File: config.mk
export PLATFORM = sky130hd
export DESIGN_NAME = dmem_scrub_ctrl
export DESIGN_NICKNAME = d
export VERILOG_FILES = /design/src/rtl/dmem_scrub_ctrl.sv
export SDC_FILE = /design/constraint.sdc
export NUM_CORES = 1
export LEC_CHECK = 0
export CAP_MARGIN = 25
export CORE_MARGIN = 4
export CORE_UTILIZATION = 51
export CTS_CLUSTER_SIZE = 25
export DETAILED_ROUTE_END_ITERATION = 10
export PLACE_DENSITY = 0.86
export SYNTH_ARGS = -nofsm -noshare
export SYNTH_HDL_FRONTEND = slang
export SYNTH_SLANG_ARGS = --single-unit
File: constraint.sdc
create_clock -name clk -period 5.9 [get_ports clk]
set_input_delay 0.885 -clock clk [delete_from_list [all_inputs] [get_ports clk]]
set_output_delay 0.885 -clock clk [all_outputs]
set_load 0.05 [all_outputs]
File: src/rtl/dmem_scrub_ctrl.sv
`default_nettype none
// ============================================================================
// Module      : dmem_scrub_ctrl
// Description : Background ECC scrubber and dmem port arbiter. Reads one word
//               per programmable interval on idle cycles, writes back single-
//               bit corrections and logs double-bit detections.
// Revision    : 1.0 - initial release
// ============================================================================
module dmem_scrub_ctrl #(
    parameter int DATA_W = 32,
    parameter int ADDR_W = 6,
    parameter int DEPTH  = 64,
    parameter int CNT_W  = 16
) (
    input  logic              clk,
    input  logic              rst,
    input  logic              enable,
    input  logic [CNT_W-1:0]  interval,
    input  logic              clr_counts,
    input  logic              cpu_req,
    input  logic              cpu_we,
    input  logic [ADDR_W-1:0] cpu_addr,
    input  logic [DATA_W-1:0] mem_rdata,
    input  logic              mem_err,
    input  logic              mem_err_type,
    output logic              scrub_active,
    output logic [ADDR_W-1:0] scrub_addr,
    output logic              scrub_we,
    output logic [DATA_W-1:0] scrub_wdata,
    output logic [CNT_W-1:0]  sec_count,
    output logic [CNT_W-1:0]  ded_count,
    output logic [ADDR_W-1:0] ded_addr,
    output logic              ded_flag,
    output logic              pass_done
);

    localparam logic [1:0] c_IDLE = 2'd0;
    localparam logic [1:0] c_WAIT = 2'd1;
    localparam logic [1:0] c_READ = 2'd2;
    localparam logic [1:0] c_WB   = 2'd3;

    localparam logic [ADDR_W-1:0] c_LAST_ADDR = ADDR_W'(DEPTH - 1);
    localparam logic [CNT_W-1:0]  c_CNT_ONE   = CNT_W'(1);
    localparam logic [CNT_W-1:0]  c_CNT_MAX   = '1;

    logic [1:0]        r_state;
    logic [1:0]        w_next_state;
    logic [ADDR_W-1:0] r_ptr;
    logic [CNT_W-1:0]  r_wait_cnt;
    logic [DATA_W-1:0] r_wdata;
    logic [CNT_W-1:0]  r_sec_cnt;
    logic [CNT_W-1:0]  r_ded_cnt;
    logic [ADDR_W-1:0] r_ded_addr;
    logic              r_ded_flag;
    logic              r_pass_done;

    logic              w_grant;
    logic              w_hazard;
    logic              w_single;
    logic [CNT_W-1:0]  w_interval_eff;

    logic              w_active;
    logic              w_we;
    logic              w_load_cnt;
    logic              w_dec_cnt;
    logic              w_advance;
    logic              w_latch_wdata;
    logic              w_sec_inc;
    logic              w_ded_inc;

    assign w_grant        = ~cpu_req;
    // A CPU store to the word awaiting writeback makes the corrected copy stale.
    assign w_hazard       = cpu_req & cpu_we & (cpu_addr == r_ptr);
    assign w_single       = mem_err & ~mem_err_type;
    assign w_interval_eff = (interval == '0) ? c_CNT_ONE : interval;

    always_ff @(posedge clk or posedge rst) begin
        if (rst) begin
            r_state <= c_IDLE;
        end else begin
            r_state <= w_next_state;
        end
    end

    always_comb begin
        w_next_state = r_state;
        case (r_state)
            c_IDLE: begin
                if (enable) begin
                    w_next_state = c_WAIT;
                end
            end
            c_WAIT: begin
                if (!enable) begin
                    w_next_state = c_IDLE;
                end else if (r_wait_cnt <= c_CNT_ONE) begin
                    w_next_state = c_READ;
                end
            end
            c_READ: begin
                if (!enable) begin
                    w_next_state = c_IDLE;
                end else if (w_grant) begin
                    w_next_state = w_single ? c_WB : c_WAIT;
                end
            end
            c_WB: begin
                if (w_grant || w_hazard) begin
                    w_next_state = enable ? c_WAIT : c_IDLE;
                end
            end
            default: w_next_state = c_IDLE;
        endcase
    end

    always_comb begin
        w_active      = 1'b0;
        w_we          = 1'b0;
        w_load_cnt    = 1'b0;
        w_dec_cnt     = 1'b0;
        w_advance     = 1'b0;
        w_latch_wdata = 1'b0;
        w_sec_inc     = 1'b0;
        w_ded_inc     = 1'b0;
        case (r_state)
            c_IDLE: begin
                w_load_cnt = enable;
            end
            c_WAIT: begin
                w_dec_cnt = enable & (r_wait_cnt > c_CNT_ONE);
            end
            c_READ: begin
                w_active = w_grant;
                if (enable && w_grant) begin
                    if (w_single) begin
                        w_latch_wdata = 1'b1;
                    end else begin
                        w_advance  = 1'b1;
                        w_load_cnt = 1'b1;
                        w_ded_inc  = mem_err;
                    end
                end
            end
            c_WB: begin
                w_active = w_grant;
                w_we     = w_grant;
                if (w_grant || w_hazard) begin
                    w_advance  = 1'b1;
                    w_load_cnt = 1'b1;
                    w_sec_inc  = w_grant;
                end
            end
            default: begin
                w_active = 1'b0;
            end
        endcase
    end

    always_ff @(posedge clk or posedge rst) begin
        if (rst) begin
            r_ptr       <= '0;
            r_wait_cnt  <= '0;
            r_wdata     <= '0;
            r_pass_done <= 1'b0;
        end else begin
            r_pass_done <= w_advance & (r_ptr == c_LAST_ADDR);
            if (w_advance) begin
                r_ptr <= (r_ptr == c_LAST_ADDR) ? '0 : r_ptr + 1'b1;
            end
            if (w_load_cnt) begin
                r_wait_cnt <= w_interval_eff;
            end else if (w_dec_cnt) begin
                r_wait_cnt <= r_wait_cnt - 1'b1;
            end
            if (w_latch_wdata) begin
                r_wdata <= mem_rdata;
            end
        end
    end

    // A clear coinciding with an event leaves that event recorded.
    always_ff @(posedge clk or posedge rst) begin
        if (rst) begin
            r_sec_cnt  <= '0;
            r_ded_cnt  <= '0;
            r_ded_addr <= '0;
            r_ded_flag <= 1'b0;
        end else begin
            if (clr_counts) begin
                r_sec_cnt <= w_sec_inc ? c_CNT_ONE : '0;
            end else if (w_sec_inc && (r_sec_cnt != c_CNT_MAX)) begin
                r_sec_cnt <= r_sec_cnt + 1'b1;
            end
            if (clr_counts) begin
                r_ded_cnt <= w_ded_inc ? c_CNT_ONE : '0;
            end else if (w_ded_inc && (r_ded_cnt != c_CNT_MAX)) begin
                r_ded_cnt <= r_ded_cnt + 1'b1;
            end
            if (w_ded_inc) begin
                r_ded_addr <= r_ptr;
                r_ded_flag <= 1'b1;
            end else if (clr_counts) begin
                r_ded_addr <= '0;
                r_ded_flag <= 1'b0;
            end
        end
    end

    assign scrub_active = w_active;
    assign scrub_we     = w_we;
    assign scrub_addr   = r_ptr;
    assign scrub_wdata  = r_wdata;
    assign sec_count    = r_sec_cnt;
    assign ded_count    = r_ded_cnt;
    assign ded_addr     = r_ded_addr;
    assign ded_flag     = r_ded_flag;
    assign pass_done    = r_pass_done;

endmodule
`default_nettype wire

### Yosys cells after proc, flatten, opt, wreduce, memory -nomap -nowiden

Index checks and enable logic that the tools add are counted.

* bits in registers: 96
* input bits: 62
* output and inout port bits: 80
* logic and storage cells: 84

* $add $sub $neg: 4
* $lt $le $gt $ge: 2
* equality and inequality tests: 11
* mux-type cells: 39
* bitwise operators: 7
* reductions and logical operators: 12

Operators with widths (count)
* two-way mux 16 bit: 7
* adder 16 x 1 -> 16 bit (second input constant): 2
* inequality test 16 bit (second input constant): 2
* two-way mux 1 bit: 19
* two-way mux 6 bit: 3
* > comparator 16 x 1 -> 1 bit (second input constant): 1
* <= comparator 16 x 1 -> 1 bit (second input constant): 1
* zero test 16 bit: 1
* subtractor 16 x 1 -> 16 bit (second input constant): 1
* two-way mux 2 bit: 7
* case mux 2 bit (4 select lines): 1
* nonzero test 2 bit: 4
* adder 6 x 1 -> 6 bit (second input constant): 1
* == test 6 bit: 1
* == test 6 bit (second input constant): 1
* inequality test 3 bit (second input constant): 2
* bitwise AND 1 bit: 5
* == test 2 bit (second input constant): 2
* inequality test 2 bit (second input constant): 2
* AND reduction 4 bit: 1
* logical AND 1 bit: 3
* case mux 1 bit (3 select lines): 1
* == test 2 x 1 -> 1 bit (second input constant): 1
* zero test 2 bit: 1
* 4 further kinds: 5

### Logic depth before layout (Yosys ltp)

* depth in word-level cells: 8
* mapped depth: 9
* gate-level depth less buffers: 8

### Worst setup path before layout

Ideal clock, no wire load.

* path kind: input-to-reg
* from: input cpu_req
* to: register r_ded_cnt[12] (netlist: ded_count[12])
* setup time: 0.078 ns
* data arrival time: 3.172 ns
* data required time: 5.822 ns
* slack: 2.650 ns
* stages on the path: 6
* buffers on the path: 1
* cells stage by stage: buf_2 -> nor2b_1 -> nand4_2 -> or4b_1 -> or3_1 -> a21oi_1

* cells in the longest elaborated chain, start to end: 6

RTL lines
* start, declared: RTL line 20 `input logic cpu_req,`
* inverter 1 bit: RTL line 71 `assign w_grant = ~cpu_req;`
* logical AND 1 bit: RTL line 134 `if (enable && w_grant) begin`
* two-way mux 1 bit: RTL line 134
* two-way mux 1 bit: RTL line 125 `case (r_state)`
* logical AND 1 bit: RTL line 196 `end else if (w_ded_inc && (r_ded_cnt != c_CNT_MAX)) begin`
* nonzero test 2 bit (no source line)
* end signal, assigned: RTL line 195 `r_ded_cnt <= w_ded_inc ? c_CNT_ONE : '0;`
* end signal, assigned: RTL line 197 `r_ded_cnt <= r_ded_cnt + 1'b1;`
* end, declared: RTL line 52 `logic [CNT_W-1:0] r_ded_cnt;`

No other way between the ends.
A chain may end at the register's enable or synchronous reset.

### Worst setup path in the final report

* from: input cpu_req
* to: output scrub_we

* cells in the longest elaborated chain, start to end: 2

RTL lines
* inverter 1 bit: RTL line 71
* two-way mux 1 bit: RTL line 125
* end, declared: RTL line 28 `output logic scrub_we,`

No other way between the ends.

==> impl_metrics.env <==
export IMPL_dpl_cell_count=684
export IMPL_p_comb_share_pct=45.9
export IMPL_fmax_mhz=274
export IMPL_seq_area_sq_um=2400
export IMPL_synth_top_family_by_area="simple AND/OR/NAND/NOR gates"
export IMPL_initialDrtViolationCount=153
export IMPL_post_cts_buffers=0
export IMPL_yosysSeqAreaShare_pct=50.9
export IMPL_p_leak_uw=0.00269
export IMPL_dpl_hpwl_mm=8.66
export IMPL_cts_buffers_inserted=9
export IMPL_rsz0062_at_grt="no"
export IMPL_rr_worst_depth=7
export IMPL_async_flop_share_pct=100
export IMPL_min_to="ded_flag$_DFFE_PP0P_"
export IMPL_power_frac_clock_pct=16.6
export IMPL_min_delay_path_class="register to register"
export IMPL_drt_total_wl_mm=11.4
export IMPL_tightest_slew_ns=0.786
export IMPL_report_final_slew_viol_count=0
export IMPL_core_area_sq_um=8850
export IMPL_p_sw_uw=1160
export IMPL_grtUsageTotal_pct=21.2
export IMPL_synth_seq_cells=96
export IMPL_clock_skew_ns=0.0138
export IMPL_syn_area_sq_um=4720
export IMPL_ir_drop_v=0.000351
export IMPL_ant_nets=0
export IMPL_routedWlPerCell_microns=16.3
export IMPL_worst_endpoint_required_ns=5.02
export IMPL_cts_sinks=96
export IMPL_area_growth_pct=36.0
export IMPL_nFillCells=653
export IMPL_holdPathStages=1
export IMPL_reg2reg_from="scrub_addr[0]$_DFFE_PP0P_"
export IMPL_synth_compound_area_share_pct=11.1
export IMPL_clk_pin_slew_ns=0.09
export IMPL_root_buffer="clkbuf_8"
export IMPL_synth_nets=517
export IMPL_crit_fanout=9
export IMPL_nets=654
export IMPL_reg2reg_slack_ns=3.46
export IMPL_drv_cap=0
export IMPL_most_common_layout_cells="clkdlybuf4s50_1, dfrtp_1, nor2_1"
export IMPL_fin_setup_tns_ns=0
export IMPL_ys_flop_type="dfrtp_1"
export IMPL_design_area_sq_um=6420
export IMPL_die_w_microns=104
export IMPL_placementRows=34
export IMPL_synth_fa_ha_area_share_pct=1.33
export IMPL_power_density_nw_per_um2=419
export IMPL_setup_viol=0
export IMPL_avgSynthCellArea_sq_um=10.5
export IMPL_grt_pass1_wl_mm=19.0
export IMPL_swShare_pct=43.2
export IMPL_cp_start_kind="primary input"
export IMPL_ios=142
export IMPL_yosys_warnings=0
export IMPL_clk_latency_ns=0.36
export IMPL_die_height_microns=104
export IMPL_via_count=3950
export IMPL_p_seq_share_pct=37.4
export IMPL_min_period_ns=3.65
export IMPL_drc=0
export IMPL_cts_tree="done"
export IMPL_start_util_pct=53.3
export IMPL_post_route_cells_drive_above_1_share_pct=11.3
export IMPL_setup_worst_path_end_class="output port"
export IMPL_synth_edf_count=0
export IMPL_worstHoldStart="ded_flag$_DFFE_PP0P_"
export IMPL_synthDistinctLibCells=59
export IMPL_antennaDiodeCount=0
export IMPL_grt_pass1_vias=3956
export IMPL_dieArea_sq_um=10900
export IMPL_layout_commonest_cell="clkdlybuf4s50_1"
export IMPL_synthXorXnorAreaFrac_pct=6.87
export IMPL_placed_cell_area_sq_um=6210
export IMPL_hold_buffers=0
export IMPL_status="complete, no violations"
export IMPL_hold_viol=0
export IMPL_port_buffers=141
export IMPL_yosys_area_share_simple_pct=18.6
export IMPL_cts_resized_gates=0
export IMPL_place_congestion=0.820
export IMPL_grt_overflow_total=0
export IMPL_cp_arrival_ns=2.77
export IMPL_synthMuxAreaShare_pct=8.33
export IMPL_synthCells=450
export IMPL_p_total_uw=2690
export IMPL_slew_headroom_pct=47.6
export IMPL_grt_max_degree=65
export IMPL_period_share_pct=61.9
export IMPL_reg2reg_to="r_wait_cnt[14]$_DFFE_PP0P_"
export IMPL_multiInputGateArea_sq_um=2180
export IMPL_whs_ns=0.508
export IMPL_worstSetupPathType="primary input to output port"
export IMPL_clockBufferDepth=2
export IMPL_drt_pass1_iter_count=4
export IMPL_antenna_found_initial=0
export IMPL_layout_cells_non_filler=700
export IMPL_routed_via_density=5.64
export IMPL_cts_htree_levels=3
export IMPL_p_int_uw=1530
==> critical path, stage by stage <==
cell and delay (ns):
clkdlybuf4s50_1 0.55, and3b_1 0.46, clkdlybuf4s50_1 0.87
==> cell families after synthesis <==
| group | count (synthesis) |
|---|---|
| AOI/OAI and AO/OA | 75 |
| xor gates and xnor gates | 37 |
| adders and majority gates | 5 |
| buffers and inverters | 32 |
| DFF | 96 |
| muxes | 35 |
| and+or+nand+nor | 170 |
==> how the worst max path moves through the flow <==
stage                 start                      end  slack (ns)  depth (start not counted)
CTS                 cpu_req                 scrub_we        2.24                          3
floorplan               rst  ded_addr[0]$_DFFE_PP0P_        2.51                          1
detailed placement  cpu_req                 scrub_we        2.24                          3
global route        cpu_req                 scrub_we        2.19                          3
global placement    cpu_req                 scrub_we        2.26                          3
finish              cpu_req                 scrub_we        2.25                          3
==> final cells by class <==
type / count / share of cell area [%]
Tap cell: 108 / 2.11
Timing Repair Buffer: 145 / 22.5
Clock buffer: 11 / 2.20
Multi-Input combinational cell: 322 / 34.0
Inverter: 13 / 0.780
Clock inverter: 5 / 0.994
Sequential cell: 96 / 37.4
==> layer usage <==
metal	part of all wire, %	wire length (microns)	track usage, %
met5	0	0	0
met4	1.6	182	7.50
met3	7.3	840	5.71
met2	51	5810	36.8
met1	40	4600	25.3
==> sequential cells by signal, indices dropped and copies added, names as in the netlist, 2 cells and up <==
name / cells
r_state: 2
sec_count: 16
ded_count: 16
ded_addr: 6
scrub_addr: 6
scrub_wdata: 32
r_wait_cnt: 16
==> metrics by stage <==
| step | setup WS (ns) | util, % |
|---|---|---|
| 2_1_floorplan | 2.51 | - |
| 3_3_place_gp | 2.26 | 70.2 |
| 3_5_place_dp | 2.24 | 70.2 |
| 4_1_cts | 2.24 | 72.5 |
| 5_1_grt | 2.19 | 72.5 |
| 6_report | 2.25 | 72.5 |
==> synth_stat cells, types with 6 or more instances <==
| master | number | area (sq um) |
|---|---|---|
| o21ai_0 | 20 | 100 |
| nand3_1 | 17 | 85.1 |
| nor2_1 | 48 | 180 |
| inv_1 | 13 | 48.8 |
| or3_1 | 6 | 37.5 |
| xor2_1 | 18 | 158 |
| nor4_1 | 7 | 43.8 |
| mux2_2 | 34 | 383 |
| clkbuf_1 | 11 | 41.3 |
| a221o_1 | 6 | 60.1 |
| a21oi_1 | 16 | 80.1 |
| and3_1 | 6 | 37.5 |
| nor3_1 | 15 | 75.1 |
| dfrtp_1 | 96 | 2400 |
| xnor2_1 | 19 | 166 |
| nand2_1 | 38 | 143 |
==> power groups by stage <==
stage | sequential [uW] | clock, uW | combinational, uW
after floorplan | 1400 | 0 | 439
after global placement | 1000 | 0 | 1210
after detailed placement | 1020 | 0 | 1240
after CTS | 1000 | 459 | 1240
after global routing | 1030 | 485 | 1310
final | 1010 | 446 | 1230
(Power assumes the default switching activity.)
